### config.mk
export PLATFORM = sky130hd
export DESIGN_NAME = calc_ctrl
export DESIGN_NICKNAME = d
export VERILOG_FILES = /design/src/rtl/calc_ctrl_pkg.sv /design/src/rtl/cu_wait_cnt.sv /design/src/rtl/calc_ctrl.sv
export SDC_FILE = /design/constraint.sdc
export NUM_CORES = 1
export LEC_CHECK = 0
export BUFFER_PORTS_ARGS = -buffer_cell sky130_fd_sc_hd__clkbuf_2
export CORE_MARGIN = 5
export CORE_UTILIZATION = 44
export CTS_CLUSTER_DIAMETER = 80
export CTS_CLUSTER_SIZE = 25
export DETAILED_ROUTE_END_ITERATION = 16
export PLACE_DENSITY = 0.73
export SYNTH_ARGS = -nofsm -noshare
export SYNTH_HDL_FRONTEND = slang
export SYNTH_SLANG_ARGS = --single-unit
### constraint.sdc
create_clock -name clk -period 1.51 [get_ports clk]
set_input_delay 0 -clock clk [delete_from_list [all_inputs] [get_ports clk]]
set_output_delay 0 -clock clk [all_outputs]
set_load 0.02 [all_outputs]
### src/rtl/calc_ctrl_pkg.sv
// Shared encodings and defaults for the calc/div/mult sequencing controller.
// The FSM and its wait counter both import this package.
package calc_ctrl_pkg;

  typedef enum logic [2:0] {
    ST_IDLE    = 3'd0,
    ST_LOAD    = 3'd1,
    ST_START   = 3'd2,
    ST_WAIT    = 3'd3,
    ST_CAPTURE = 3'd4,
    ST_DONE    = 3'd5
  } state_t;

  localparam logic [2:0] OP_DIV  = 3'b100;
  localparam logic [2:0] OP_MULT = 3'b101;

  localparam logic       SEL_H_DIV  = 1'b0;
  localparam logic       SEL_H_MULT = 1'b1;
  localparam logic [1:0] SEL_L_CALC = 2'b00;
  localparam logic [1:0] SEL_L_DIV  = 2'b01;
  localparam logic [1:0] SEL_L_MULT = 2'b10;
  localparam logic [1:0] SEL_L_ZERO = 2'b11;

  localparam int DEF_MULT_LAT = 4;
  localparam int DEF_TIMEOUT  = 32;

  // Codes 110 and 111 are the only illegal operations.
  function automatic logic op_legal(input logic [2:0] o);
    return o[2:1] != 2'b11;
  endfunction

endpackage

### src/rtl/cu_wait_cnt.sv
// 8-bit wait-cycle counter with synchronous clear, count enable and a
// terminal-match flag compared against a caller-supplied terminal value.
module cu_wait_cnt (
  input  logic       clk,
  input  logic       rst,
  input  logic       clr,
  input  logic       en,
  input  logic [7:0] term,
  output logic       match
);

  logic [7:0] count_reg;

  always_ff @(posedge clk) begin
    if (rst || clr) begin
      count_reg <= 8'd0;
    end else if (en) begin
      count_reg <= count_reg + 8'd1;
    end
  end

  assign match = (count_reg == term);

endmodule

### src/rtl/calc_ctrl.sv
// Sequencing FSM for a calc/div/mult datapath: loads operands, starts one unit,
// waits for completion (or a fixed multiplier latency / timeout) and captures.
module calc_ctrl
  import calc_ctrl_pkg::*;
#(
  parameter int MULT_LAT = DEF_MULT_LAT,
  parameter int TIMEOUT  = DEF_TIMEOUT
) (
  input  logic       clk,
  input  logic       rst,
  input  logic       go,
  input  logic [2:0] op,
  input  logic       done_calc,
  input  logic       done_div,
  output logic       en_x,
  output logic       en_y,
  output logic       go_calc,
  output logic       go_div,
  output logic       go_mult,
  output logic [1:0] op_calc,
  output logic       sel_h,
  output logic [1:0] sel_l,
  output logic       en_out_h,
  output logic       en_out_l,
  output logic       busy,
  output logic       done,
  output logic       err,
  output logic [2:0] cs
);

  state_t     state_reg, state_next;
  logic [2:0] op_reg, op_next;
  logic       err_reg, err_next;
  logic       cnt_clr, cnt_en, cnt_match;
  logic [7:0] cnt_term;
  logic       is_calc, is_div, is_mult, done_hit;

  assign is_calc  = ~op_reg[2];
  assign is_div   = (op_reg == OP_DIV);
  assign is_mult  = (op_reg == OP_MULT);
  assign done_hit = (is_calc & done_calc) | (is_div & done_div);

  // One counter serves both the multiplier latency and the completion timeout.
  assign cnt_term = is_mult ? 8'(MULT_LAT - 1) : 8'(TIMEOUT - 1);

  cu_wait_cnt u_wait_cnt (
    .clk   (clk),
    .rst   (rst),
    .clr   (cnt_clr),
    .en    (cnt_en),
    .term  (cnt_term),
    .match (cnt_match)
  );

  always_ff @(posedge clk) begin
    if (rst) begin
      state_reg <= ST_IDLE;
      op_reg    <= 3'b000;
      err_reg   <= 1'b0;
    end else begin
      state_reg <= state_next;
      op_reg    <= op_next;
      err_reg   <= err_next;
    end
  end

  always_comb begin
    state_next = state_reg;
    op_next    = op_reg;
    err_next   = err_reg;
    cnt_clr    = 1'b0;
    cnt_en     = 1'b0;
    en_x       = 1'b0;
    en_y       = 1'b0;
    go_calc    = 1'b0;
    go_div     = 1'b0;
    go_mult    = 1'b0;
    op_calc    = 2'b00;
    sel_h      = 1'b0;
    sel_l      = SEL_L_ZERO;
    en_out_h   = 1'b0;
    en_out_l   = 1'b0;
    busy       = (state_reg != ST_IDLE);
    done       = 1'b0;
    err        = err_reg;
    cs         = state_reg;

    case (state_reg)
      ST_IDLE: begin
        if (go) begin
          err_next = ~op_legal(op);
          if (op_legal(op)) begin
            op_next    = op;
            state_next = ST_LOAD;
          end else begin
            state_next = ST_DONE;
          end
        end
      end
      ST_LOAD: begin
        en_x       = 1'b1;
        en_y       = 1'b1;
        state_next = ST_START;
      end
      ST_START: begin
        go_calc    = is_calc;
        go_div     = is_div;
        go_mult    = is_mult;
        op_calc    = op_reg[1:0];
        cnt_clr    = 1'b1;
        state_next = ST_WAIT;
      end
      ST_WAIT: begin
        go_mult = is_mult;
        op_calc = op_reg[1:0];
        cnt_en  = 1'b1;
        if (is_mult) begin
          if (cnt_match) state_next = ST_CAPTURE;
        end else if (done_hit) begin
          // A done on the final timeout cycle still wins over the abort.
          state_next = ST_CAPTURE;
        end else if (cnt_match) begin
          err_next   = 1'b1;
          state_next = ST_DONE;
        end
      end
      ST_CAPTURE: begin
        op_calc  = op_reg[1:0];
        en_out_l = 1'b1;
        en_out_h = ~is_calc;
        if (is_mult) begin
          sel_h = SEL_H_MULT;
          sel_l = SEL_L_MULT;
        end else if (is_div) begin
          sel_h = SEL_H_DIV;
          sel_l = SEL_L_DIV;
        end else begin
          sel_l = SEL_L_CALC;
        end
        state_next = ST_DONE;
      end
      ST_DONE: begin
        done       = 1'b1;
        state_next = ST_IDLE;
      end
      default: begin
        state_next = ST_IDLE;
      end
    endcase
  end

endmodule

==> flow_metrics.py, run 1 <==
metrics = {
    "layout": {
        "drive_above_1_share": 0.346,
        "largest_reg_flops": 8,
        "final_net_count": 146,
        "fillers": 163,
        "fin_util": 0.630,
        "antenna_cells": 0,
        "syn_to_final_growth_pct": 32.1,
    },
    "sta": {
        "hold_viol_final": 0,
        "finalSetupViolCount": 0,
        "tns_ps": 0,
        "final.period_utilization": 0.972,
        "maxSlewHeadroom": 0.812,
        "fin_skew_ps": 3.42,
        "holdWs_ps": 80.5,
        "tightest_slew_ps": 279,
        "slew_viol_final": 0,
        "layout_min_cycle_time_ps": 1470,
        "max_freq_mhz": 681,
    },
    "floorplan": {
        "io_pins": 26,
        "initial_core_util": 0.477,
        "die_height_um": 53.7,
        "core_area_um2": 1760,
        "rows": 15,
        "dieArea_um2": 2890,
        "die_w_um": 53.7,
    },
    "run": {
        "maxCapViolations": 0,
    },
    "grt": {
        "first_global_vias": 777,
        "grt_pass1_wl_mm": 3.41,
        "grt_antenna_before_repair": 0,
        "grt_max_degree": 10,
        "grt_use_total": 0.160,
        "grt_overflow": 0,
    },
    "clocking": {
        "cts_tree": "done",
        "cts_root_buf": "clkbuf_4",
        "clk_path_buf_depth": 2,
        "numClockSinks": 15,
        "cts-htree-levels": 1,
        "clock_latency_ps": 270,
        "cts.clk_slew.worst_paths_ps": 80,
        "numCtsBuffers": 3,
    },
    "synthesis": {
        "async_flop_share": 0,
        "seq_area_frac_synth": 0.357,
        "synthCells": 102,
        "synth_area_per_cell_um2": 8.24,
        "netlist_area_um2": 841,
        "ys_seq_elements": 15,
        "syn_nets": 111,
        "synth_cell_type_count": 35,
        "synth_ff_type": "dfxtp_1",
        "synth-edff-count": 0,
        "yosys_warnings": 0,
    },
    "route": {
        "route.vias.total": 838,
        "route.met2.wl_um": 998,
        "top_layer_used": "met4",
        "drtPass1Iterations": 4,
        "drt-total-wl_mm": 2.05,
        "wl_per_cell_um": 12.8,
        "via_per_inst": 5.20,
        "met1_length_um": 899,
        "drc": 0,
        "wl_met3_um": 117,
        "ant_nets": 0,
        "drtIter0Drc": 24,
    },
    "worst_setup_path": {
        "crit_fanout": 7,
        "cp-end-kind": "output port",
        "r2r_start": "cs[0]$_SDFFE_PP0P_",
        "cp-start-kind": "register",
        "path_class": "reg -> out",
        "r2r_cells": 4,
        "r2r_setup_slack_ps": 70,
        "worstReg2RegEnd": "op_reg[0]$_SDFFE_PP0P_",
        "critPathLaunch": "op_reg[2]$_SDFFE_PP0P_",
        "arrival_ps": 1470,
        "required_ps": 1510,
    },
    "worst_hold_path": {
        "hold_end": "op_reg[2]$_SDFFE_PP0P_",
        "hold_start": "op[2]",
        "holdPathStages": 3,
        "hold_class": "in -> reg",
    },
    "run_status": {
        "status": "complete, no violations",
    },
    "placement": {
        "io_buffers": 25,
        "gp_congestion": 0.847,
        "dp_hpwl_mm": 1.57,
    },
    "pwr": {
        "p_per_area_nw_per_um2": 875,
        "cellLeakagePower_nw": 0.502,
        "peakVddDrop_uv": 686,
    },
}
[Yosys cell counts (all sizes together) (3+ instances only)]
cell type	count	share of area
nand2b	3	0.022
nand4	4	0.030
and3	4	0.030
nor3	6	0.036
mux2i	3	0.036
dfxtp	15	0.36
nor2	17	0.076
xor2	7	0.073
o21ai	3	0.018
nand2	7	0.031
buf	4	0.040
inv	4	0.018
[worst max-delay path, cell delays in order (launching register included)]
cell and delay, ps:
dfxtp_2 390, or3b_1 400, nor3_1 190, buf_2 220
[metrics by stage]
stage          setup slack (ps)  total power, mW  area, um2  std cells
2_1_floorplan              3.31            0.637        841        102
3_3_place_gp               87.8            0.718       1010        154
3_5_place_dp              -8.47            0.726       1010        154
4_1_cts                    20.3            0.967       1080        160
5_1_grt                   -24.2             1.04       1110        161
6_report                   42.1            0.972       1110        161
[worst max-delay path by stage]
stage / to / slack (ps)
2_1_floorplan: op_reg[0]$_SDFFE_PP0P_ / 3
3_3_place_gp: op_reg[0]$_SDFFE_PP0P_ / 90
3_5_place_dp: cs[2]$_SDFFE_PP0P_ / -8
4_1_cts: op_calc[1] / 20
5_1_grt: go_div / -20
6_report: go_div / 40
[what timing repair did]
| item | CTS | global route |
|---|---|---|
| setup buffers | 0 | 1 |
| hold buffers | 2 | 0 |
| gates resized for setup | 6 | 9 |
| endpoints found under the setup margin | 3 | 9 |
| hold endpoints to repair | 1 | 0 |
| pin swaps | 0 | 1 |
[cells in the final DEF (no fill, tap or decap), types with 2 or more instances in the layout]
cell,n
xor2_1,7
or3_1,2
nand2_1,7
nand2b_1,2
nand4_1,4
clkbuf_4,3
dfxtp_2,3
mux2i_1,3
nor3_1,6
o21ai_0,3
nor2_1,16
nor2b_1,2
dlygate4sd3_1,2
and3_1,4
a31oi_1,2
clkbuf_2,22
inv_1,4
buf_4,10
dfxtp_1,12
[kinds of logic (layout without fill, tap and decap cells)]
family,after synthesis,count (layout),synth area share
flip-flops,15,15,0.357
adder cells (fa/ha/maj),1,1,0.0149
AND/OR/NAND/NOR,54,54,0.348
buffers and inverters,9,43,0.0625
AO/OA/AOI/OAI,13,13,0.109
XOR/XNOR,7,7,0.0729
multiplexers,3,3,0.0357
[area by class of cell]
class / instances / area [um2] / share of cell area
Timing Repair Buffer: 35 / 210 / 0.189
Tap cell: 25 / 31.3 / 0.0282
Sequential cell: 15 / 304 / 0.274
Inverter: 4 / 15.0 / 0.0135
Clock buffer: 4 / 26.3 / 0.0236
Multi-Input combinational cell: 78 / 524 / 0.472
[metal layers]
layer  GRT usage  vias to the layer above
li1            -                      422
met1       0.202                      380
met2       0.272                       32
met3      0.0277                        4
met4      0.0553                        0
met5           0                        -
[power by group]
| group | leakage (nW) | internal [mW] | switching, mW |
|---|---|---|---|
| combinational | 0.364 | 0.130 | 0.172 |
| clock | 0.0150 | 0.102 | 0.122 |
| sequential | 0.123 | 0.421 | 0.0242 |
| total | 0.502 | 0.654 | 0.318 |
(Power assumes the default switching activity.)
==> run 2: changes to the inputs <==
--- a/config.mk
+++ b/config.mk
@@ -11,6 +11,7 @@
 export CTS_CLUSTER_DIAMETER = 80
 export CTS_CLUSTER_SIZE = 25
 export DETAILED_ROUTE_END_ITERATION = 16
+export MAX_ROUTING_LAYER = met4
 export PLACE_DENSITY = 0.73
 export SYNTH_ARGS = -nofsm -noshare
 export SYNTH_HDL_FRONTEND = slang
==> run 2 against run 1 <==
Effect of this change: final area unchanged; wire length is 0.63% higher; global-route usage grew 0.40 points; largest power group unchanged; clock power barely moved; register-to-register slack barely moved; setup slack got worse by 0.52 ps; first-iteration DRC count down 4.2%; die area did not move.
==> flow_metrics.py, run 2 (synthesis results as in run 1) <==
metrics = {
    "grt": {
        "grt_use_total": 0.164,
        "grt_pass1_wl_mm": 3.40,
        "first_global_vias": 777,
        "grt_max_degree": 10,
        "grt_antenna_before_repair": 0,
        "grt_overflow": 0,
    },
    "layout": {
        "fin_util": 0.630,
        "syn_to_final_growth_pct": 32.1,
        "antenna_cells": 0,
        "largest_reg_flops": 8,
        "final_common_cell": "clkbuf_2",
        "final_net_count": 146,
        "drive_above_1_share": 0.346,
        "fin_cells": 161,
        "final_cell_mix": "clkbuf_2 (22), nor2_1 (16), dfxtp_1 (12), buf_4 (10)",
    },
    "pwr": {
        "p_switching_uw": 320,
        "p_int_uw": 654,
        "peakVddDrop_uv": 686,
        "cellLeakagePower_nw": 0.502,
        "swShare": 0.329,
        "p_total_uw": 974,
        "p_seq_frac": 0.457,
        "p_comb_frac": 0.310,
        "p_per_area_nw_per_um2": 877,
        "p_clk_frac": 0.233,
    },
    "placement": {
        "pre_cts_slack_ps": -8.47,
        "dp_hpwl_mm": 1.57,
        "dp.cells": 154,
        "gp_congestion": 0.861,
        "io_buffers": 25,
    },
    "worst_setup_path": {
        "crit_fanout": 7,
        "worstReg2RegEnd": "op_reg[0]$_SDFFE_PP0P_",
        "critPathMaxStageDelay_ps": 400,
        "r2r_setup_slack_ps": 70,
        "path_class": "reg -> out",
        "arrival_ps": 1470,
        "cp-end-kind": "output port",
        "cp-start-kind": "register",
        "r2r_cells": 4,
        "required_ps": 1510,
        "crit_path_top_delay_cell": "or3b_1",
        "r2r_start": "cs[0]$_SDFFE_PP0P_",
        "crit_chain": "or3b_1 -> nor3_1 -> buf_2",
    },
    "floorplan": {
        "core_area_um2": 1760,
        "rows": 15,
        "die_height_um": 53.7,
        "initial_core_util": 0.477,
        "io_pins": 26,
        "die_w_um": 53.7,
        "dieArea_um2": 2890,
    },
    "run": {
        "maxCapViolations": 0,
    },
    "clocking": {
        "cts.clk_slew.worst_paths_ps": 80,
        "cts_tree": "done",
        "numClockSinks": 15,
        "clk_path_buf_depth": 2,
        "numCtsBuffers": 3,
        "clock_latency_ps": 280,
        "cts_root_buf": "clkbuf_4",
        "cts-htree-levels": 1,
    },
    "sta": {
        "finalSetupViolCount": 0,
        "slew_viol_final": 0,
        "holdWs_ps": 80.4,
        "tightest_slew_ps": 279,
        "fin_ws_ps": 41.6,
        "layout_min_cycle_time_ps": 1470,
        "maxSlewHeadroom": 0.812,
        "final.period_utilization": 0.972,
        "max_freq_mhz": 681,
        "fin_skew_ps": 5.87,
        "hold_viol_final": 0,
    },
    "route": {
        "drc": 0,
        "ant_nets": 0,
        "drtIter0Drc": 23,
        "via_per_inst": 5.16,
        "route.vias.total": 831,
        "drtPass1Iterations": 5,
        "wl_per_cell_um": 12.8,
        "drt-total-wl_mm": 2.07,
    },
    "worst_hold_path": {
        "hold_end": "op_reg[2]$_SDFFE_PP0P_",
        "hold_class": "in -> reg",
        "hold_start": "op[2]",
        "holdPathStages": 3,
    },
    "run_status": {
        "status": "complete, no violations",
    },
}
## run 2: cell counts in the layout (fill, tap and decap cells not counted)
No cell type changed its count.
## run 2: power by group through the flow
stage | combinational, mW | clock, mW | sequential (mW)
2_1_floorplan | 0.173 | 0 | 0.464
4_1_cts | 0.291 | 0.233 | 0.444
3_3_place_gp | 0.269 | 0 | 0.449
6_report | 0.302 | 0.227 | 0.445
5_1_grt | 0.333 | 0.257 | 0.450
3_5_place_dp | 0.274 | 0 | 0.451
## run 2: what timing repair did
item | 4_1_cts | 5_1_grt
pin swaps | 0 | 1
hold buffers | 2 | 0
setup endpoints to repair | 3 | 9
buffers inserted | 0 | 1
hold endpoints to repair | 1 | 0
gates resized for setup | 6 | 9
## run 2: worst max-delay path: cells and delay by family, from the launching register on
| kind | cells | cell delay (ps) |
|---|---|---|
| flops | 1 | 390 |
| buf+inv | 1 | 220 |
| simple gates | 2 | 590 |
## run 2: cell type report
type	count	area [um2]
Multi-Input combinational cell	78	524
Clock buffer	4	26.3
Sequential cell	15	304
Tap cell	25	31.3
Fill cell	163	653
Timing Repair Buffer	35	210
Inverter	4	15.0
## run 2: metrics by stage
step | cell area [um2] | TNS [ps]
after floorplan | 841 | 0
after global placement | 1010 | 0
after detailed placement | 1010 | -8.47
after CTS | 1080 | 0
after global routing | 1110 | -25.0
final | 1110 | 0
## run 2: how the worst max path moves through the flow
stage / depth (start not counted) / startpoint / endpoint / slack (ps)
2_1_floorplan: 5 / cs[2]$_SDFFE_PP0P_ / op_reg[0]$_SDFFE_PP0P_ / 3
3_3_place_gp: 4 / cs[0]$_SDFFE_PP0P_ / op_reg[0]$_SDFFE_PP0P_ / 90
3_5_place_dp: 4 / u_wait_cnt.count_reg[1]$_SDFFE_PP0P_ / cs[2]$_SDFFE_PP0P_ / -8
4_1_cts: 6 / cs[1]$_SDFFE_PP0P_ / op_calc[1] / 20
5_1_grt: 3 / op_reg[2]$_SDFFE_PP0P_ / go_div / -20
6_report: 3 / op_reg[2]$_SDFFE_PP0P_ / go_div / 40
## run 2: per-layer routing
metal,global-route usage,part of all wire
met1,0.200,0.44
met2,0.272,0.49
met3,0.0277,0.053
met4,0.0553,0.018
met5,-,0
==> run 3: changes to the inputs <==
--- a/config.mk
+++ b/config.mk
@@ -6,13 +6,14 @@
 export NUM_CORES = 1
 export LEC_CHECK = 0
 export BUFFER_PORTS_ARGS = -buffer_cell sky130_fd_sc_hd__clkbuf_2
-export CORE_MARGIN = 5
+export CORE_MARGIN = 2
 export CORE_UTILIZATION = 44
 export CTS_CLUSTER_DIAMETER = 80
 export CTS_CLUSTER_SIZE = 25
 export DETAILED_ROUTE_END_ITERATION = 16
 export MAX_ROUTING_LAYER = met4
 export PLACE_DENSITY = 0.73
+export REMOVE_ABC_BUFFERS = 1
 export SYNTH_ARGS = -nofsm -noshare
 export SYNTH_HDL_FRONTEND = slang
 export SYNTH_SLANG_ARGS = --single-unit
==> run 3 against run 2 <==
Effect of this change: final area fell by 0.34%; sequential share of layout area hardly changed; maximum frequency rose by 3.3%; setup slack better by 47 ps; core utilization is 0.21 points lower; clock power is 2% higher; global-route usage rose by 2.7 points; total power increased by 0.32%; sequential power about the same; clock skew increased by 0.85 ps.
==> flow_metrics.py, run 3 (synthesis results as in run 1) <==
metrics = {
    "run_status": {
        "status": "complete, no violations",
    },
    "floorplan": {
        "die_w_um": 47.7,
        "core_area_um2": 1760,
        "io_pins": 26,
        "dieArea_um2": 2280,
        "rows": 15,
        "initial_core_util": 0.477,
        "die_height_um": 47.7,
    },
    "worst_setup_path": {
        "r2r_setup_slack_ps": 110,
        "r2r_start": "cs[0]$_SDFFE_PP0P_",
        "critPathLaunch": "op_reg[0]$_SDFFE_PP0P_",
        "arrival_ps": 1420,
        "cp-end-kind": "output port",
        "worstReg2RegEnd": "op_reg[0]$_SDFFE_PP0P_",
        "cp-start-kind": "register",
        "required_ps": 1510,
        "crit_fanout": 5,
        "path_class": "reg -> out",
        "r2r_cells": 4,
    },
    "route": {
        "drt-total-wl_mm": 1.92,
        "ant_nets": 0,
        "route.vias.total": 815,
        "drtIter0Drc": 16,
        "via_per_inst": 5.06,
        "drc": 0,
        "drtPass1Iterations": 5,
        "wl_per_cell_um": 11.9,
    },
    "layout": {
        "syn_to_final_growth_pct": 31.7,
        "largest_reg_flops": 8,
        "final_common_cell": "clkbuf_2",
        "fillers": 163,
        "final_net_count": 146,
        "antenna_cells": 0,
        "final_cell_mix": "clkbuf_2 (23), nor2_1 (16), dfxtp_1 (13), buf_4 (10)",
        "drive_above_1_share": 0.346,
    },
    "placement": {
        "io_buffers": 25,
        "dp_hpwl_mm": 1.45,
        "gp_congestion": 0.721,
    },
    "pwr": {
        "p_comb_frac": 0.312,
        "p_clk_frac": 0.236,
        "p_int_uw": 658,
        "p_switching_uw": 319,
        "p_per_area_nw_per_um2": 882,
        "cellLeakagePower_nw": 0.496,
        "peakVddDrop_uv": 616,
        "p_seq_frac": 0.452,
        "swShare": 0.326,
    },
    "sta": {
        "layout_min_cycle_time_ps": 1420,
        "finalSetupViolCount": 0,
        "fin_skew_ps": 6.73,
        "slew_viol_final": 0,
        "rsz0062_at_grt": "false",
        "tns_ps": 0,
        "hold_viol_final": 0,
        "maxSlewHeadroom": 0.794,
        "holdWs_ps": 43.3,
        "tightest_slew_ps": 306,
        "final.period_utilization": 0.942,
        "max_freq_mhz": 703,
    },
    "grt": {
        "grt_use_total": 0.191,
        "grt_pass1_wl_mm": 2.94,
        "grt_antenna_before_repair": 0,
        "grt_max_degree": 10,
        "grt_overflow": 0,
        "first_global_vias": 666,
    },
    "clocking": {
        "cts-htree-levels": 1,
        "clock_latency_ps": 280,
        "cts_tree": "done",
        "clk_path_buf_depth": 2,
        "numClockSinks": 15,
        "numCtsBuffers": 3,
        "cts_root_buf": "clkbuf_4",
        "cts.clk_slew.worst_paths_ps": 90,
    },
    "worst_hold_path": {
        "holdPathStages": 3,
        "hold_start": "op[2]",
        "hold_end": "op_reg[2]$_SDFFE_PP0P_",
        "hold_class": "in -> reg",
    },
    "run": {
        "maxCapViolations": 0,
    },
}
run 3: cell types whose count changed in the layout (fill, tap and decap cells not counted), sizes merged:
cell    before  now
buf         11   10
clkbuf      26   27
run 3: cell type report:
type	count	area, um2	share of cell area
tap	25	31.3	0.0282
clock buffer	4	26.3	0.0237
sequential	15	303	0.273
inverter	4	15.0	0.0136
multi-input combinational	78	522	0.471
timing repair buffer	35	210	0.190
run 3: through the flow:
stage / cells / area (um2) / util / power, mW / setup slack [ps]
floorplan: 97 / 803 / - / 0.620 / -55.0
global placement: 153 / 1000 / 0.570 / 0.715 / 59.6
detailed placement: 153 / 1000 / 0.570 / 0.720 / 2.14
CTS: 159 / 1060 / 0.601 / 0.954 / 3.67
global route: 161 / 1110 / 0.628 / 1.03 / 7.81
finish: 161 / 1110 / 0.628 / 0.977 / 88.2
run 3: worst max-delay path by stage:
stage / end / slack (ps) / cells past startpoint
6_report: go_div / 90 / 3
5_1_grt: op_calc[0] / 8 / 6
4_1_cts: op_calc[1] / 4 / 6
3_5_place_dp: err$_SDFFE_PP0P_ / 2 / 5
3_3_place_gp: err$_SDFFE_PP0P_ / 60 / 5
2_1_floorplan: en_x / -60 / 1
run 3: what timing repair did:
item | 4_1_cts | 5_1_grt
endpoints found under the hold margin | 5 | 0
endpoints found under the setup margin | 5 | 7
pin swaps | 0 | 1
setup buffers | 0 | 2
hold buffers | 2 | 0
resized for setup | 2 | 12
run 3: worst max-delay path, cell delays in order (launching register included):
cell and delay, ps:
dfxtp_1 360, or3b_1 430, nor3_1 150, clkbuf_2 190
run 3: metal layers:
metal	global-route usage	up-vias	routed length [um]
met2	0.341	28	962
met1	0.204	365	853
li1	-	420	-
met3	0.0340	2	95
met4	0.0811	0	10
met5	-	-	0
run 3: power groups by stage:
stage	clock (mW)	combinational, mW	sequential (mW)
2_1_floorplan	0	0.149	0.471
3_3_place_gp	0	0.267	0.448
3_5_place_dp	0	0.270	0.450
4_1_cts	0.236	0.277	0.440
5_1_grt	0.250	0.337	0.447
6_report	0.231	0.305	0.442
